**src/rtl/pipe_pkg.sv**
```systemverilog
// Shared pipeline types for the hazard scoreboard: in-flight write entry and
// forwarding-select codes.
package pipe_pkg;
    localparam int AW = 5;

    localparam int FWD_RF    = 0;
    localparam int FWD_EXMEM = 1;
    localparam int FWD_MEMWB = 2;

    typedef struct packed {
        logic          valid;
        logic [AW-1:0] rd;
        logic          regwrite;
        logic          is_load;
    } sb_entry_t;
endpackage

```
**src/rtl/sb_match.sv**
```systemverilog
// Compares one source operand against the tracked in-flight writes and returns
// the load-use hazard bit and the youngest-producer forwarding code.
module sb_match
    import pipe_pkg::*;
#(
    parameter int DEPTH    = 3,
    parameter int LOAD_RDY = 2,
    parameter int SW       = $clog2(DEPTH)
) (
    input  sb_entry_t [DEPTH-2:0] ent,
    input  logic [AW-1:0]         rs,
    input  logic                  use_en,
    output logic                  hazard,
    output logic [SW-1:0]         code
);

    // Walk oldest to youngest so the youngest match is the one left in code.
    always_comb begin
        hazard = 1'b0;
        code   = SW'(FWD_RF);
        for (int s = DEPTH - 2; s >= 0; s--) begin
            if (use_en && ent[s].valid && ent[s].regwrite &&
                ent[s].rd != '0 && ent[s].rd == rs) begin
                code = SW'(s + 1);
                if (ent[s].is_load && (s + 1 < LOAD_RDY))
                    hazard = 1'b1;
            end
        end
    end

endmodule

```
**src/rtl/hazard_scoreboard.sv**
```systemverilog
// Tracks in-flight register writes behind ID and produces load-use stall,
// ID/EX bubble and registered per-operand forwarding selects for EX.
module hazard_scoreboard
    import pipe_pkg::*;
#(
    parameter int  AW       = pipe_pkg::AW,
    parameter int  NUM_SRC  = 2,
    parameter int  DEPTH    = 3,
    parameter int  LOAD_RDY = 2,
    parameter int  CNT_W    = 32,
    localparam int SW       = $clog2(DEPTH)
) (
    input  logic                    clk_i,
    input  logic                    rst_i,
    input  logic                    id_valid_i,
    input  logic [NUM_SRC*AW-1:0]   id_rs_i,
    input  logic [NUM_SRC-1:0]      id_use_i,
    input  logic [AW-1:0]           id_rd_i,
    input  logic                    id_regwrite_i,
    input  logic                    id_is_load_i,
    input  logic                    flush_i,
    output logic                    stall_o,
    output logic                    bubble_o,
    output logic [NUM_SRC*SW-1:0]   fwd_sel_o,
    output logic                    ex_valid_o,
    output logic [CNT_W-1:0]        stall_cnt_o
);

    // The last stage (WB) is never consulted: the register file writes through,
    // so only stages 0..DEPTH-2 are stored.
    sb_entry_t [DEPTH-2:0]   pipe;
    logic [NUM_SRC-1:0]      haz;
    logic [NUM_SRC*SW-1:0]   code;
    logic                    issue;

    genvar k;
    generate
        for (k = 0; k < NUM_SRC; k++) begin : g_src
            sb_match #(
                .DEPTH    (DEPTH),
                .LOAD_RDY (LOAD_RDY),
                .SW       (SW)
            ) u_match (
                .ent    (pipe),
                .rs     (id_rs_i[k*AW +: AW]),
                .use_en (id_use_i[k]),
                .hazard (haz[k]),
                .code   (code[k*SW +: SW])
            );
        end
    endgenerate

    // Flush overrides stall: a killed instruction cannot be waiting on anything.
    assign stall_o  = id_valid_i & ~flush_i & (|haz);
    assign issue    = id_valid_i & ~flush_i & ~stall_o;
    assign bubble_o = ~issue;

    always_ff @(posedge clk_i or negedge rst_i) begin
        if (!rst_i) begin
            pipe        <= '0;
            fwd_sel_o   <= '0;
            ex_valid_o  <= 1'b0;
            stall_cnt_o <= '0;
        end else begin
            if (issue)
                pipe[0] <= '{valid: 1'b1, rd: id_rd_i,
                             regwrite: id_regwrite_i, is_load: id_is_load_i};
            else
                pipe[0] <= '0;
            for (int s = 1; s < DEPTH - 1; s++)
                pipe[s] <= pipe[s-1];
            fwd_sel_o  <= issue ? code : '0;
            ex_valid_o <= issue;
            if (stall_o && stall_cnt_o != '1)
                stall_cnt_o <= stall_cnt_o + CNT_W'(1);
        end
    end

endmodule

```
**config.mk**
```make
export PLATFORM = sky130hd
export DESIGN_NAME = hazard_scoreboard
export DESIGN_NICKNAME = d
export VERILOG_FILES = /design/src/rtl/pipe_pkg.sv /design/src/rtl/sb_match.sv /design/src/rtl/hazard_scoreboard.sv
export SDC_FILE = /design/constraint.sdc
export NUM_CORES = 1
export LEC_CHECK = 0
export BUFFER_PORTS_ARGS = -buffer_cell sky130_fd_sc_hd__clkbuf_2
export CAP_MARGIN = 25
export CORE_MARGIN = 1.5
export CORE_UTILIZATION = 45
export CTS_CLUSTER_DIAMETER = 120
export DETAILED_ROUTE_END_ITERATION = 12
export PLACE_DENSITY_LB_ADDON = 0.15
export SYNTH_ARGS = -nofsm -noshare
export SYNTH_HDL_FRONTEND = slang
export SYNTH_HIERARCHICAL = 1
export SYNTH_SLANG_ARGS = --single-unit
```
**constraint.sdc**
```tcl
create_clock -name clk_i -period 4.7 [get_ports clk_i]
set_clock_uncertainty 0.15 [all_clocks]
set_input_delay 0.94 -clock clk_i [delete_from_list [all_inputs] [get_ports clk_i]]
set_output_delay 0.94 -clock clk_i [all_outputs]
set_load 0.02 [all_outputs]
```
---- Word-level counts from Yosys, hierarchy flattened ----
Index checks and enable logic that the tools add are counted.
storage, ports and cells
  register bits ........................... 52
  bits of input ports ..................... 23
  word-level logic and storage cells ...... 51
cells by class
  add/subtract/negate cells ............... 1
  eq/ne operators ......................... 5
  multiplexer cells ....................... 9
  bitwise operators ....................... 6
  reduce and logical (&&, ||, !) cells .... 20
operators by type and width
  cell                                                              number
  32-bit by 1-bit adder with 32-bit output (second input constant)  1
  32-bit inequality test (second input constant)                    1
  5-bit equality test                                               4
  1-bit logical AND                                                 17
  5-bit nonzero test                                                2
  2-bit 2-to-1 mux                                                  4
  8-bit 2-to-1 mux                                                  1
  4-bit 2-to-1 mux                                                  1
  1-bit bitwise AND                                                 3
  1-bit 2-to-1 mux                                                  3
  1-bit inverter                                                    3
  2-bit OR reduction                                                1

---- Depth between registers and ports, before layout ----
Gate-level depths: netlist of the first run.
  depth after elaboration ................. 10
  gate-level depth with buffers ........... 10
  depth with buffers taken out ............ 9

---- Hierarchy ----
The synthesis of the first run kept the hierarchy.
by module, submodules not included
  module             times used  cells each  area each (um^2)  sequential area each (um^2)
  hazard_scoreboard  1           191         2168.3            1301.2
  sb_match           2           21          170.2             0.0

---- Least setup slack after synthesis of the first run ----
No wires, ideal clock.
  path kind ............................... input port to output port
  start point ............................. in id_rs_i[7]
  end point ............................... out bubble_o
  arrival time ............................ 1.990 ns
  setup slack ............................. 1.620 ns
  cell stages on the path ................. 7
  path through ............................ xnor2_1 -> nand4_1 -> nor3_2 -> and2_1 -> nor3_1 -> clkbuf_1 -> inv_1
between the ends
  longest elaborated chain between the ends .. 8
ends and longest elaborated chain
  what                 line                     RTL
  start: declaration   hazard_scoreboard.sv:16  input logic [NUM_SRC*AW-1:0] id_rs_i,
  5-bit equality test  sb_match.sv:23           ent[s].rd != '0 && ent[s].rd == rs) begin
  1-bit logical AND    sb_match.sv:23
  1-bit 2-to-1 mux     sb_match.sv:22           if (use_en && ent[s].valid && ent[s].regwrite &&
  via haz[1]           hazard_scoreboard.sv:32  logic [NUM_SRC-1:0] haz;
  2-bit OR reduction   hazard_scoreboard.sv:54  assign stall_o = id_valid_i & ~flush_i & (|haz);
  1-bit bitwise AND    hazard_scoreboard.sv:54
  1-bit inverter       hazard_scoreboard.sv:55  assign issue = id_valid_i & ~flush_i & ~stall_o;
  1-bit bitwise AND    hazard_scoreboard.sv:55
  via issue            hazard_scoreboard.sv:34  logic issue;
  1-bit inverter       hazard_scoreboard.sv:56  assign bubble_o = ~issue;
  end: declaration     hazard_scoreboard.sv:23  output logic bubble_o,
The timed path passes the listed nets, and every way through them passes these cells.

---- Worst setup path in the final report of the first run ----
  start point ............................. reg pipe[4] (netlist bit)
  end point ............................... out stall_o
between the ends
  longest elaborated chain between the ends .. 6
  elaborated cells between the ends (all ways) .. 11
ends and longest elaborated chain
  what                              line                     RTL
  start: declaration                hazard_scoreboard.sv:31  sb_entry_t [DEPTH-2:0] pipe;
  start signal: indexed assignment  hazard_scoreboard.sv:71  pipe[s] <= pipe[s-1];
  5-bit nonzero test                sb_match.sv:23
  1-bit logical AND                 sb_match.sv:22
  1-bit logical AND *               sb_match.sv:23
  1-bit 2-to-1 mux *                sb_match.sv:22
  via haz[1]                        hazard_scoreboard.sv:32
  2-bit OR reduction *              hazard_scoreboard.sv:54
  1-bit bitwise AND *               hazard_scoreboard.sv:54
  end: declaration                  hazard_scoreboard.sv:22  output logic stall_o,
Mark *: on every way through the listed nets, which the timed path passes. The rest lies on a longest branch.

==> impl_metrics.py, run 1 <==
metrics = {
    "placement": {
        "port_buffers": 61,
        "post-place-ws_ps": 1340,
        "dp_hpwl_um": 3860,
        "gp_congestion": 0.920,
        "dpl.cell_count": 362,
    },
    "critical_path": {
        "cp_num_buf_inv": 1,
        "crit_fanout": 6,
        "cp.arrival_ps": 2280,
        "cp_slowest_cell": "or4_4",
        "cpLargestDelayFamily": "simple AND/OR/NAND/NOR gates",
        "r2r-start": "pipe[4]$_DFF_PN0_",
        "worstPathRequired_ps": 3610,
        "cp-start-kind": "flip-flop",
        "cpPeakStageDelay_ps": 540,
        "r2r_slack_ps": 1960,
        "worstReg2RegEnd": "stall_cnt_o[29]$_DFFE_PN0P_",
        "critPathCapture": "stall_o",
        "end_kind": "primary output",
        "cp-startpoint": "pipe[4]$_DFF_PN0_",
        "crit_top_cell": "nor2_1",
        "worst-path-stages": 7,
        "path_class": "reg -> out",
        "reg2regPathDepth": 9,
        "crit_path_cell_trace": "or4_4, nor2_2, nor3_2, and2_1, nor2_1, nor2_1, clkbuf_2",
    },
    "pwr": {
        "pwr-share-seq_pct": 58.7,
        "swShare_pct": 21.6,
        "clkPwrFrac_pct": 34.8,
        "power.density_mw_per_mm2": 258,
        "p_sw_w": 0.000166,
        "p_int_w": 0.000601,
        "leakage_nw": 1.43,
        "peakVddDrop_v": 0.000148,
        "comb_power_share_pct": 6.4,
    },
    "layout": {
        "num_antenna_cells": 0,
        "area.growth.synth_to_final_pct": 19.6,
        "final_nets": 323,
        "fillers": 489,
        "drive_gt1_share_pct": 27.3,
        "post_layout_nonfiller_instances": 370,
    },
    "floorplan": {
        "fp.dieW_um": 77.3,
        "start_util_pct": 47.7,
        "boundaryPins": 62,
        "fp.dieArea_mm2": 0.00597,
        "coreArea_mm2": 0.00520,
        "fp-row-count": 26,
        "die_h_um": 77.3,
    },
    "sta": {
        "setup_viol": 0,
        "hold_violations": 0,
        "rsz0062_at_grt": "no",
        "setup_tns_ps": 0,
        "post-route-period-util_pct": 71.8,
        "hold_slack_ps": 293,
        "max_freq_ghz": 0.296,
        "drv_slew": 0,
        "tightestPinTransition_ps": 561,
        "setup_slack_ps": 1330,
        "slew_headroom_pct": 62.6,
        "fin_crit_ps": 3370,
    },
    "global_route": {
        "grt_use_met3_pct": 3.21,
        "antenna_found_initial": 0,
        "grt_util_met1_pct": 27.1,
        "grt-ovfl-total": 0,
        "met2_usage_pct": 27.5,
        "grt_pass1_wl_um": 8740,
        "grt_usage_pct": 18.5,
        "busiest_layer": "met2",
        "grt_max_degree": 46,
        "grt_pass1_vias": 1829,
    },
    "route": {
        "drt_pre_antenna_iters": 4,
        "drt_iter0_markers": 116,
        "avgRoutedWirePerCell_um": 13.6,
        "vias": 1917,
        "wirelength_um": 5030,
        "drc_errors": 0,
        "viasPerCell": 5.18,
        "ant_nets": 0,
    },
    "cts": {
        "cts_made_buffers": 5,
        "path_clk_slew_ps": 80,
        "ctsRootBufferMaster": "clkbuf_8",
        "clock_sinks": 51,
        "insertion_delay_ps": 300,
        "cts_tree": "built",
        "cts_resized": 0,
        "cts_hold_buf": 0,
        "clockBufferDepth": 2,
        "post_cts_buffers": 0,
        "htree_levels": 2,
    },
    "logic_synthesis": {
        "syn_area_per_cell_um2": 10.7,
        "syn_nets": 256,
        "ys_warn_count": 6,
        "netlist_instances": 232,
        "synth_area_mm2": 0.00248,
    },
    "min_path": {
        "hold_path_class": "reg -> reg",
        "worstHoldStart": "pipe[1]$_DFF_PN0_",
    },
    "run": {
        "maxCapViolations": 0,
    },
    "outcome": {
        "status": "finished clean",
    },
}
[layout by cell type, fill, tap and decap left out, drive strengths merged, types with 4 or more instances in the layout]
| cell | n |
|---|---|
| or4 | 4 |
| xnor2 | 33 |
| clkbuf | 69 |
| xor2 | 17 |
| nor3 | 13 |
| dfrtp | 51 |
| nand2 | 9 |
| inv | 7 |
| nor2 | 25 |
| nand4 | 19 |
| nand3 | 15 |
| and2 | 14 |
| and4 | 4 |
[final cells by class]
type / count / area, µm² / share of cell area (%)
tap: 70 / 87.6 / 2.95
sequential: 51 / 1280 / 42.9
timing repair buffer: 63 / 320 / 10.8
clock buffer: 8 / 100 / 3.37
multi-input combinational: 171 / 1160 / 39.1
inverter: 7 / 26.3 / 0.884
[worst register-to-register path, stage by stage, from the launching register on]
cell and delay (ps):
dfrtp_1 460, xnor2_1 180, nand4_1 130, nor3_2 260, and2_1 190, nor2_1 100, nor3_1 380, o2111a_1 470
nand4_1 170, xnor2_1 150
[worst min-delay path by stage]
stage / to / cells past startpoint / slack (ps)
after global routing: pipe[9]$_DFF_PN0_ / 0 / 310
final: pipe[9]$_DFF_PN0_ / 0 / 290
after floorplan: pipe[9]$_DFF_PN0_ / 0 / 220
after global placement: pipe[9]$_DFF_PN0_ / 0 / 270
after CTS: pipe[9]$_DFF_PN0_ / 0 / 290
after detailed placement: pipe[9]$_DFF_PN0_ / 0 / 280
[registers in the layout, indices dropped and copies added (netlist names)]
| name | count |
|---|---|
| ex_valid_o | 1 |
| fwd_sel_o | 4 |
| pipe | 14 |
| stall_cnt_o | 32 |
[metrics by stage]
step                area, µm²  total power [W]  utilization [%]
floorplan                2480         0.000482                -
global placement         2870         0.000509             55.2
detailed placement       2870         0.000509             55.2
CTS                      2970         0.000775             57.1
global route             2970         0.000805             57.1
finish                   2970         0.000767             57.1
[power groups by stage]
stage	Sequential (W)	Combinational, W	Clock [W]
after floorplan	0.000458	0.0000241	0
after global placement	0.000459	0.0000498	0
after detailed placement	0.000459	0.0000501	0
after CTS	0.000451	0.0000503	0.000274
after global routing	0.000452	0.0000552	0.000298
final	0.000451	0.0000492	0.000267
[routing by layer]
metal	vias up	routed length (µm)
met5	-	0
met4	0	76
met3	7	233
met2	48	2280
met1	916	2450
li1	946	-
(Power assumes the default switching activity.)
==> run 2, diff against run 1 <==
- clock period: 4.7 -> 3.5 ns (I/O delays scaled with it)
==> run 2 against run 1 <==
Net effect: power grew 42%; cell count is the same; critical path depth is the same; worst hold slack lost 140 ps; largest cell class unchanged; setup slack lost 960 ps; non-clock buffer count is the same; first-iteration DRC count shrank 34%; critical endpoint unchanged; clock-buffer cell count shrank 2; die area is the same; register-to-register slack lost 1200 ps; utilization grew 0.34 points; critical path type unchanged.
==> impl_metrics.py, run 2 (same netlist as run 1, synthesis figures left out) <==
metrics = {
    "placement": {
        "post-place-ws_ps": 480,
        "port_buffers": 61,
        "gp_congestion": 0.863,
        "dp_hpwl_um": 3930,
    },
    "pwr": {
        "peakVddDrop_v": 0.000213,
        "power.density_mw_per_mm2": 365,
        "leakage_nw": 1.44,
    },
    "critical_path": {
        "worstPathRequired_ps": 2650,
        "cp_num_buf_inv": 1,
        "r2r_slack_ps": 760,
        "cpLargestDelayFamily": "simple AND/OR/NAND/NOR gates",
        "cp.arrival_ps": 2290,
        "cp_slowest_cell": "or4_4",
        "worstReg2RegEnd": "stall_cnt_o[29]$_DFFE_PN0P_",
        "crit_path_cell_trace": "or4_4, nor2_2, nor3_2, and2_1, nor2_1, nor2_1, clkbuf_2",
        "reg2regPathDepth": 9,
        "path_class": "reg -> out",
        "cp-start-kind": "flip-flop",
        "crit_fanout": 6,
        "r2r-start": "pipe[4]$_DFF_PN0_",
        "cpPeakStageDelay_ps": 560,
        "end_kind": "primary output",
        "crit_top_cell": "nor2_1",
    },
    "cts": {
        "cts_tree": "built",
        "htree_levels": 2,
        "clock_sinks": 51,
        "cts_hold_buf": 0,
        "path_clk_slew_ps": 90,
        "post_cts_buffers": 0,
        "insertion_delay_ps": 310,
        "ctsRootBufferMaster": "clkbuf_8",
        "cts_resized": 0,
        "cts_made_buffers": 5,
        "clockBufferDepth": 2,
    },
    "layout": {
        "post-route-util_pct": 57.4,
        "final_cell_mix": "61 x clkbuf_2, 51 x dfrtp_1, 33 x xnor2_1, 23 x nor2_1, 19 x nand4_1",
        "final_nets": 323,
        "regArea_mm2": 0.00128,
        "layout_commonest_cell": "clkbuf_2",
        "largest_register_ff_count": 32,
        "num_antenna_cells": 0,
        "multiInputGateArea_mm2": 0.00116,
        "fillers": 489,
        "area.growth.synth_to_final_pct": 20.4,
        "largest-register": "stall_cnt_o",
        "top_regs": "stall_cnt_o (32), pipe (14), fwd_sel_o (4)",
        "drive_gt1_share_pct": 27.7,
    },
    "global_route": {
        "antenna_found_initial": 0,
        "busiest_layer": "met2",
        "grt_pass1_vias": 1795,
        "met2_usage_pct": 28.1,
        "grt_usage_pct": 18.9,
        "grt-ovfl-total": 0,
        "grt_max_degree": 36,
        "grt_pass1_wl_um": 8800,
        "grt_use_met3_pct": 4.52,
        "grt_util_met1_pct": 27.8,
    },
    "floorplan": {
        "start_util_pct": 47.7,
        "fp.dieW_um": 77.3,
        "boundaryPins": 62,
        "die_h_um": 77.3,
        "fp.dieArea_mm2": 0.00597,
        "coreArea_mm2": 0.00520,
        "fp-row-count": 26,
    },
    "route": {
        "drc_errors": 0,
        "drt_iter0_markers": 76,
        "ant_nets": 0,
        "vias": 1892,
        "wirelength_um": 5200,
        "drt_pre_antenna_iters": 4,
        "viasPerCell": 5.11,
        "avgRoutedWirePerCell_um": 14.0,
    },
    "sta": {
        "hold_violations": 0,
        "max_freq_ghz": 0.319,
        "rsz0062_at_grt": "no",
        "setup_slack_ps": 363,
        "tightestPinTransition_ps": 497,
        "drv_slew": 0,
        "setup_viol": 0,
        "fin_crit_ps": 3140,
        "setup_tns_ps": 0,
        "slew_headroom_pct": 66.7,
        "post-route-period-util_pct": 89.6,
    },
    "run": {
        "maxCapViolations": 0,
    },
    "min_path": {
        "hold_path_class": "in -> async",
    },
    "outcome": {
        "status": "finished clean",
    },
}
==> run 2: cell count changes in the layout (fill, tap and decap cells not counted) <==
cell       before  now
clkinv_2        0    1
clkbuf_8        7    6
bufinv_16       0    1
clkbuf_1        1    0
==> run 2: how the worst max path moves through the flow <==
stage                 startpoint                     endpoint  slack [ps]  cells after the start
2_1_floorplan  pipe[3]$_DFF_PN0_                     bubble_o         760                      7
3_3_place_gp          id_rs_i[7]  stall_cnt_o[23]$_DFFE_PN0P_         550                     10
3_5_place_dp          id_rs_i[7]  stall_cnt_o[29]$_DFFE_PN0P_         480                     10
4_1_cts        pipe[3]$_DFF_PN0_                      stall_o         350                      7
5_1_grt        pipe[3]$_DFF_PN0_                      stall_o         240                      7
6_report       pipe[3]$_DFF_PN0_                      stall_o         360                      7
==> run 2: metal layers <==
layer | wire length, µm | part of all wire [%] | vias up
met2 | 2340 | 45 | 43
met5 | 0 | 0 | -
li1 | - | - | 942
met1 | 2590 | 50 | 902
met3 | 217 | 4.2 | 5
met4 | 49 | 0.94 | 0
==> run 2: layout make-up <==
type / instances / area share (%)
Multi-Input combinational cell: 171 / 38.8
Timing Repair Buffer: 63 / 10.7
Tap cell: 70 / 2.93
Inverter: 7 / 0.879
Clock inverter: 2 / 1.17
Clock buffer: 6 / 2.76
Sequential cell: 51 / 42.7
==> run 2: per-stage QoR <==
| stage | hold slack (ps) | power [W] | instance area [µm²] | cells |
|---|---|---|---|---|
| final | 150 | 0.00109 | 2990 | 370 |
| after global routing | 172 | 0.00114 | 2990 | 370 |
| after CTS | 161 | 0.00111 | 2990 | 370 |
| after detailed placement | 263 | 0.000684 | 2870 | 362 |
| after global placement | 258 | 0.000683 | 2870 | 362 |
| after floorplan | 225 | 0.000647 | 2480 | 232 |
==> run 2: power by group <==
group	switching, W	total, W	leakage, nW	internal (W)
logic	0.0000342	0.0000657	0.695	0.0000315
clock network	0.000190	0.000421	0.0612	0.000231
registers	0.00000962	0.000605	0.683	0.000596
==> run 3, diff against run 2 <==
- ABC_AREA: default -> 1
==> run 3 against run 2 <==
Net effect: cell area increased by 27%; clock-buffer cell count down 1; die area grew 29%; synthesized area rose by 31%; sequential power is essentially flat; via count rose by 66%; register-to-register slack improved by 260 ps; non-clock buffer count grew 2; utilization is 2.2 points lower; combinational power is 30% higher; clock power grew 18%; cell count increased by 80%; critical endpoint unchanged; highest routed layer unchanged.
==> impl_metrics.py, run 3 <==
metrics = {
    "route": {
        "drt_iter0_markers": 204,
        "drt_pre_antenna_iters": 5,
        "ant_nets": 0,
        "viasPerCell": 4.70,
        "drc_errors": 0,
        "wirelength_um": 7750,
        "vias": 3134,
        "avgRoutedWirePerCell_um": 11.6,
    },
    "pwr": {
        "clkPwrFrac_pct": 41.8,
        "finalPower_w": 0.00119,
        "pwr-share-seq_pct": 51.0,
        "peakVddDrop_v": 0.000166,
        "comb_power_share_pct": 7.2,
        "p_sw_w": 0.000272,
        "swShare_pct": 22.9,
        "p_int_w": 0.000914,
        "power.density_mw_per_mm2": 312,
        "leakage_nw": 1.97,
    },
    "critical_path": {
        "cpLargestDelayFamily": "simple AND/OR/NAND/NOR gates",
        "cp.arrival_ps": 1990,
        "cp_slowest_cell": "dfrtp_1",
        "cpPeakStageDelay_ps": 490,
        "cp-start-kind": "flip-flop",
        "path_class": "reg -> out",
        "cp_num_buf_inv": 3,
        "worstPathRequired_ps": 2650,
        "end_kind": "primary output",
        "crit_path_cell_trace": "inv_1, nand2_1, nand2_1, inv_1, nand2_1, nor2_1, nand2_1, nor2_1, nor2_1, nor2_2, clkbuf_2",
        "crit_fanout": 7,
        "crit_top_cell": "nand2_1",
    },
    "layout": {
        "final_cell_mix": "199 x nand2_1, 84 x nor2_1, 76 x inv_1, 61 x clkbuf_2, 51 x dfrtp_1",
        "drive_gt1_share_pct": 15.1,
        "fillers": 702,
        "largest-register": "stall_cnt_o",
        "final_nets": 594,
        "largest_register_ff_count": 32,
        "num_antenna_cells": 0,
        "area.growth.synth_to_final_pct": 17.0,
        "top_regs": "stall_cnt_o (32), pipe (14), fwd_sel_o (4)",
        "layout_commonest_cell": "nand2_1",
    },
    "floorplan": {
        "start_util_pct": 47.2,
        "fp.dieW_um": 87.9,
        "coreArea_mm2": 0.00687,
        "die_h_um": 87.9,
        "boundaryPins": 62,
        "fp.dieArea_mm2": 0.00773,
        "fp-row-count": 30,
    },
    "global_route": {
        "grt_max_degree": 26,
        "antenna_found_initial": 0,
        "grt_usage_pct": 21.6,
        "grt_pass1_vias": 2811,
        "grt_pass1_wl_um": 13000,
        "grt-ovfl-total": 0,
    },
    "cts": {
        "ctsRootBufferMaster": "clkbuf_8",
        "clockBufferDepth": 2,
        "cts_hold_buf": 0,
        "path_clk_slew_ps": 100,
        "cts_tree": "built",
        "htree_levels": 2,
        "cts_made_buffers": 5,
        "insertion_delay_ps": 310,
        "clock_sinks": 51,
        "post_cts_buffers": 0,
        "cts_resized": 0,
    },
    "sta": {
        "post-route-period-util_pct": 81.2,
        "setup_tns_ps": 0,
        "hold_violations": 0,
        "tightestPinTransition_ps": 613,
        "setup_viol": 0,
        "drv_slew": 0,
        "max_freq_ghz": 0.352,
        "slew_headroom_pct": 59.1,
        "hold_slack_ps": 228,
        "rsz0062_at_grt": "no",
        "setup_slack_ps": 658,
        "fin_crit_ps": 2840,
    },
    "logic_synthesis": {
        "netlist_instances": 504,
        "ys_warn_count": 6,
        "syn_nets": 528,
        "synth_area_mm2": 0.00324,
        "syn_area_per_cell_um2": 6.44,
    },
    "placement": {
        "dp_hpwl_um": 6070,
        "post-place-ws_ps": 682,
        "gp_congestion": 0.886,
        "port_buffers": 61,
    },
    "min_path": {
        "hold_path_class": "in -> async",
    },
    "run": {
        "maxCapViolations": 0,
    },
    "outcome": {
        "status": "finished clean",
    },
}
run 3: power groups by stage:
stage	combinational, W	clock (W)	sequential (W)
finish	0.0000852	0.000496	0.000605
global route	0.0000991	0.000526	0.000606
CTS	0.0000869	0.000503	0.000605
detailed placement	0.0000865	0	0.000616
global placement	0.0000851	0	0.000616
floorplan	0.0000461	0	0.000615
run 3: worst paths after layout:
check / slack, ps / to / cells after the start / from
max in group asynchronous: 2200 / stall_cnt_o[27]$_DFFE_PN0P_ / 2 / rst_i
hold / removal: 230 / pipe[6]$_DFF_PN0_ / 1 / rst_i
min in group clk_i: 260 / pipe[9]$_DFF_PN0_ / 0 / pipe[1]$_DFF_PN0_
setup reg to reg: 1020 / stall_cnt_o[28]$_DFFE_PN0P_ / 15 / pipe[3]$_DFF_PN0_
setup / recovery: 660 / stall_o / 11 / pipe[3]$_DFF_PN0_
hold reg to reg: 260 / pipe[9]$_DFF_PN0_ / 0 / pipe[1]$_DFF_PN0_
run 3: metrics by stage:
step                      util [%]  instances  instance area (µm²)
final                         55.3        667                 3800
after global routing          55.3        667                 3800
after CTS                     55.3        667                 3800
after detailed placement      53.3        659                 3660
after global placement        53.3        659                 3660
after floorplan                  -        504                 3240
run 3: layer usage:
layer | up-vias | global-route usage [%] | share of wire, %
met2 | 69 | 33.5 | 43
met4 | 0 | 4.33 | 0.81
met1 | 1419 | 31.6 | 52
met5 | - | 0 | 0
li1 | 1639 | - | -
met3 | 7 | 3.86 | 4.1
run 3: worst register-to-register path, cell delays in order (launching register included):
cell,delay [ps]
dfrtp_1,490
inv_1,70
nand2_1,60
nand2_1,60
inv_1,50
nand2_1,40
nor2_1,90
nand2_1,70
nor2_1,130
nor2_1,80
nor2_2,300
nand3_1,110
nor2_1,410
nand3_1,130
nand2_1,80
nand2_1,50
run 3: cell type report:
cell class,instances,area (µm²),area share (%)
Multi-Input combinational cell,370,1640,43.2
Sequential cell,51,1280,33.6
Timing Repair Buffer,65,335,8.83
Inverter,77,289,7.61
Tap cell,96,120,3.16
Clock buffer,5,68.8,1.81
Clock inverter,3,67.6,1.78
